===== config.mk =====
export PLATFORM = sky130hd
export DESIGN_NAME = uart_rx_fifo
export DESIGN_NICKNAME = d
export VERILOG_FILES = /design/src/rtl/uart_rx_fifo_pkg.sv /design/src/rtl/uart_sync_fifo.sv /design/src/rtl/uart_rx_fifo.sv
export SDC_FILE = /design/constraint.sdc
export NUM_CORES = 1
export LEC_CHECK = 0
export CORE_MARGIN = 10
export CORE_UTILIZATION = 54
export CTS_CLUSTER_SIZE = 16
export DETAILED_ROUTE_END_ITERATION = 16
export GPL_ROUTABILITY_DRIVEN = 0
export PLACE_DENSITY = 0.76
export SLEW_MARGIN = 20
export SYNTH_ARGS = -nofsm -noshare
export SYNTH_HDL_FRONTEND = slang
export SYNTH_HIERARCHICAL = 1
export SYNTH_SLANG_ARGS = --single-unit
export TNS_END_PERCENT = 30

===== constraint.sdc =====
create_clock -name clock_i -period 2.9 [get_ports clock_i]
set_input_delay 0.435 -clock clock_i [delete_from_list [all_inputs] [get_ports clock_i]]
set_output_delay 0.435 -clock clock_i [all_outputs]
set_load 0.02 [all_outputs]

===== src/rtl/uart_rx_fifo_pkg.sv =====
// Shared definitions for the UART receive buffer: handshake FSM encodings
// and the default byte width.
package uart_rx_fifo_pkg;

  localparam int RXF_DATA_WIDTH = 8;

  localparam logic [0:0] RXF_IDLE = 1'b0;
  localparam logic [0:0] RXF_ACK  = 1'b1;

endpackage


===== src/rtl/uart_sync_fifo.sv =====
// Generic synchronous show-ahead FIFO with push/pop/flush and an explicit
// occupancy counter.
module uart_sync_fifo
  import uart_rx_fifo_pkg::*;
#(
  parameter int DEPTH_LOG2 = 4,
  parameter int DATA_WIDTH = RXF_DATA_WIDTH
) (
  input  logic                  clock_i,
  input  logic                  reset_i,
  input  logic                  push_i,
  input  logic [DATA_WIDTH-1:0] push_data_i,
  input  logic                  pop_i,
  input  logic                  flush_i,
  output logic [DATA_WIDTH-1:0] data_o,
  output logic [DEPTH_LOG2:0]   count_o,
  output logic                  full_o,
  output logic                  empty_o
);

  localparam int DEPTH = 1 << DEPTH_LOG2;
  localparam logic [DEPTH_LOG2-1:0] PTR_ONE    = 1;
  localparam logic [DEPTH_LOG2:0]   CNT_ONE    = 1;
  localparam logic [DEPTH_LOG2:0]   FULL_COUNT = {1'b1, {DEPTH_LOG2{1'b0}}};

  logic [DATA_WIDTH-1:0] mem [DEPTH];
  logic [DEPTH_LOG2-1:0] wr_ptr_q;
  logic [DEPTH_LOG2-1:0] rd_ptr_q;
  logic [DEPTH_LOG2:0]   count_q;
  logic                  do_push;
  logic                  do_pop;

  // Flush wins over both sides; a full FIFO refuses pushes even if popping.
  assign do_push = push_i && !full_o && !flush_i;
  assign do_pop  = pop_i && !empty_o && !flush_i;

  // NOTE: storage has no reset; only pointers and count define its contents.
  always_ff @(posedge clock_i) begin
    if (do_push) begin
      mem[wr_ptr_q] <= push_data_i;
    end
  end

  // NOTE: sequential state uses non-blocking assignments so every register
  // samples the pre-edge values, independent of statement order.
  always_ff @(posedge clock_i) begin
    if (reset_i || flush_i) begin
      wr_ptr_q <= '0;
      rd_ptr_q <= '0;
      count_q  <= '0;
    end else begin
      if (do_push) wr_ptr_q <= wr_ptr_q + PTR_ONE;
      if (do_pop)  rd_ptr_q <= rd_ptr_q + PTR_ONE;
      case ({do_push, do_pop})
        2'b10:   count_q <= count_q + CNT_ONE;
        2'b01:   count_q <= count_q - CNT_ONE;
        default: count_q <= count_q;
      endcase
    end
  end

  assign data_o  = mem[rd_ptr_q];
  assign count_o = count_q;
  assign full_o  = (count_q == FULL_COUNT);
  assign empty_o = (count_q == '0);

endmodule


===== src/rtl/uart_rx_fifo.sv =====
// Receive buffer behind the UART receiver: ready/ack byte handshake in,
// valid/ready stream out, with backpressure and a sticky stall flag.
module uart_rx_fifo
  import uart_rx_fifo_pkg::*;
#(
  parameter int DEPTH_LOG2 = 4,
  parameter int DATA_WIDTH = RXF_DATA_WIDTH
) (
  input  logic                  clock_i,
  input  logic                  reset_i,
  input  logic [DATA_WIDTH-1:0] rx_data_i,
  input  logic                  rx_ready_i,
  output logic                  rx_ack_o,
  output logic [DATA_WIDTH-1:0] data_o,
  output logic                  valid_o,
  input  logic                  ready_i,
  input  logic                  flush_i,
  output logic [DEPTH_LOG2:0]   count_o,
  output logic                  full_o,
  output logic                  stall_o
);

  logic [0:0] state_q;
  logic [0:0] state_d;
  logic       fifo_full;
  logic       fifo_empty;
  logic       push;
  logic       pop;

  // One push per handshake: ACK blocks further pushes until ready drops.
  assign push = (state_q == RXF_IDLE) && rx_ready_i && !fifo_full && !flush_i;
  assign pop  = !fifo_empty && ready_i && !flush_i;

  uart_sync_fifo #(
    .DEPTH_LOG2 (DEPTH_LOG2),
    .DATA_WIDTH (DATA_WIDTH)
  ) u_fifo (
    .clock_i     (clock_i),
    .reset_i     (reset_i),
    .push_i      (push),
    .push_data_i (rx_data_i),
    .pop_i       (pop),
    .flush_i     (flush_i),
    .data_o      (data_o),
    .count_o     (count_o),
    .full_o      (fifo_full),
    .empty_o     (fifo_empty)
  );

  // NOTE: next-state gets a default first so no path leaves it unassigned,
  // which would otherwise infer a latch.
  always_comb begin
    state_d = state_q;
    case (state_q)
      RXF_IDLE: if (push)        state_d = RXF_ACK;
      RXF_ACK:  if (!rx_ready_i) state_d = RXF_IDLE;
    endcase
  end

  // Flush leaves the FSM alone so an in-flight handshake still completes.
  always_ff @(posedge clock_i) begin
    if (reset_i) begin
      state_q <= RXF_IDLE;
    end else begin
      state_q <= state_d;
    end
  end

  always_ff @(posedge clock_i) begin
    if (reset_i || flush_i) begin
      stall_o <= 1'b0;
    end else if (rx_ready_i && fifo_full) begin
      stall_o <= 1'b1;
    end
  end

  assign rx_ack_o = (state_q == RXF_ACK);
  assign valid_o  = !fifo_empty;
  assign full_o   = fifo_full;

endmodule


==> key figures <==
CTS
  – Clock-pin slew of the registers on the worst-case setup and hold paths: 60 ps
  – Maximum level of the CTS H-tree: 4
  – Longest Clk Path Bufs: 2
  – # clock sinks: approximately 150
  – CTS buffer count: 17
  – Clk_lat worst skew: roughly 520 ps
  – CTS tree: yes
  – Post-CTS Hold Fix Bufs: 0
  – CTS root buffer: clkbuf_8

Setup path
  – Worst setup path class: reg2out
  – CP Launch Type: flop
  – Required @ worst endpoint: approximately 2500 ps
  – R2R Setup Slk: 150 ps
  – Crit path DAT: ~2400 ps
  – Worst Reg-to-Reg Cells: 12
  – Reg2reg end: u_fifo/count_o[4]
  – Critical Path Sink Type: output port
  – Worst R2R Start: u_fifo/count_o[0]
  – Critical Path Fanout Max: 9

Detailed routing
  – Drt drc: 0
  – Via density per instance: between 5 and 6
  – Wire per inst: ~23 microns
  – Remaining antenna violation count: 0
  – DRT iter0 DRCs: between 300 and 400
  – TritonRoute pass-1 iters: 5
  – Vias: ~3100
  – Total Wirelength: 12500 microns

Pwr
  – Pleak: approximately 0.0025 uW
  – Sequential Power Share: 0.506
  – Pwr Total: ~4600 uW
  – Peak VDD IR: around 0.38 mV
  – Net switching fraction of the power: 0.184
  – Clock share of power: 0.474
  – Pint: about 3700 uW
  – Gate power share: 0.020
  – Switching power: ~840 uW
  – P per Cell Area: 619 nW/um^2

Timing
  – Final period util: 0.983
  – Worst Tran Pin Value: roughly 640 ps
  – Relative slew slack: 0.570
  – Hold Violations, Final: 0
  – Hold WS: 512 ps
  – RSZ-0062 raised after global routing: true
  – Setup-failing EPs final: 0
  – Max frequency: approximately 350 MHz
  – Max Clock Skew: 7.17 ps
  – Max-slew violation count: 0
  – Crit path time final: between 2000 and 3000 ps
  – Setup TNS: 0 ps
  – Setup WS post-layout: between 50 and 60 ps

Cells and area
  – Area growth from synthesis to layout: 21.8%
  – Fraction of layout instances using a drive strength above 1: 0.277
  – Nets: roughly 410
  – Antenna Cells: 0
  – Final Core Density: 0.676
  – Commonest non-fill, non-tap cell in the layout: edfxtp_1
  – Most frequent cells in the layout: edfxtp_1 (128), buf_4 (38), nor2_1 (30), clkdlybuf4s50_1 (21)

Place
  – Place WS: -12.4 ps
  – I/O Buffers: 29
  – Post-DP HPWL: between 7000 and 8000 microns

Logic synthesis
  – Synthesized instance count: ~310
  – Largest area contributor in the netlist: edfxtp_1
  – Ys Warns: 6
  – Post-synth EDFFs: between 100 and 150
  – Synthesized Nets: about 330
  – Yosys reg bits: between 100 and 150
  – Top post-synthesis cells by area: edfxtp_1 (64%), mux4_1 (10%), dfxtp_1 (6.3%)
  – Yosys top cell area share: 0.636
  – Main synth FF type: edfxtp_1
  – Share of the yosys chip area belonging to registers: 0.699
  – Post-Syn Area: 6040 sq um
  – Post-synth ARST share: 0
  – Synth cell types: 46
  – Avg Inst Size Synth: just under 20 sq um

GRT
  – Number of global-route vias before repair: 3286
  – First-pass GRT wire length: around 20000 microns
  – Largest net degree at the start of global routing: 33
  – GRT Total Usage: 0.162
  – Congestion Overflow GR: 0
  – Initial antenna violation count: 0

Run
  – Maxcap violations: 0

Run status
  – Status: finished clean

Hold path
  – Hold Crit Start: u_fifo/rd_ptr_q[3]
  – Hold EP: u_fifo/rd_ptr_q[3]
  – Worst min path class: reg2reg
  – Hold path cells: 2

Floorplanning
  – IO Pins: 30
  – Die height: 126 microns
  – Die area: about 16000 sq um
  – Core area: approximately 11000 sq um
  – Std cell rows: 38
  – Die width: between 100 and 150 microns
  – Starting Density: 0.555
==> Yosys cell counts (2+ instances only) <==
cell type,number
mux4_1,24
xnor2_1,4
mux2i_1,2
and3b_1,2
nor3b_1,3
ha_1,8
nor2_1,30
xor2_1,7
dfxtp_1,19
a21oi_1,3
nand3_1,2
buf_2,2
mux4_2,16
edfxtp_1,128
nand2b_1,2
inv_1,6
nand2_1,7
buf_8,2
nor3_1,7
buf_1,3
clkbuf_1,9
nand4_1,3
==> flip-flops by register name (all words and copies together), names as in the netlist, named ones only <==
signal and cells:
stall_o 1, u_fifo/wr_ptr_q 4, u_fifo/rd_ptr_q 4, u_fifo/mem 128, u_fifo/count_o 5, rx_ack_o 1
==> cells by family after synthesis <==
logic type | synth area share
mux | 0.167
flops | 0.699
xor+xnor | 0.0159
compound gates | 0.0205
simple gates | 0.0574
fa+ha+maj | 0.0166
buf+inv | 0.0230
==> per-stage QoR <==
stage	instance area [sq um]	cells
after global placement	6740	502
after CTS	7320	533
after global routing	7360	537
after detailed placement	6740	502
final	7360	537
after floorplan	6080	313
==> routing by layer <==
layer,wire [microns],up-vias,GRT usage,part of all wire
met2,6550,113,0.275,0.52
met3,927,23,0.0461,0.074
met4,298,0,0.0630,0.024
met5,0,-,0,0
li1,-,1413,-,-
met1,4740,1581,0.192,0.38
==> worst max-delay path, stage by stage (launching register included) <==
cell and delay, ps:
dfxtp_4 400, bufbuf_16 300, mux4_2 520, mux4_2 490, buf_2 180
==> worst max path at each step <==
stage                        end  slack (ps)  cells after the start
2_1_floorplan  u_fifo/count_o[2]         0.2                     15
3_3_place_gp   u_fifo/count_o[4]         110                     11
3_5_place_dp   u_fifo/count_o[4]         -10                     11
4_1_cts                data_o[0]         -80                      4
5_1_grt                data_o[6]         -20                      4
6_report               data_o[5]          50                      4
==> power by group through the flow <==
stage | Combinational (uW) | Sequential, uW | Clock, uW
after floorplan | 29.3 | 2350 | 0
after global placement | 89.7 | 2350 | 0
after detailed placement | 93.7 | 2350 | 0
after CTS | 92.9 | 2300 | 2190
after global routing | 101 | 2300 | 2270
final | 91.5 | 2300 | 2160
==> cell type report <==
cell class / count / area (sq um)
Clock buffer: 18 / 418
Clock inverter: 12 / 164
Fill cell: 696 / 3530
Inverter: 6 / 22.5
Multi-Input combinational cell: 142 / 1680
Sequential cell: 147 / 4230
Tap cell: 140 / 175
Timing Repair Buffer: 72 / 667
==> timing repair <==
| action | CTS | global route |
|---|---|---|
| endpoints found under the setup margin | 8 | 7 |
| setup buffers | 0 | 4 |
| resized for setup | 29 | 7 |
| cloned | 1 | 0 |
(Power assumes the default switching activity.)
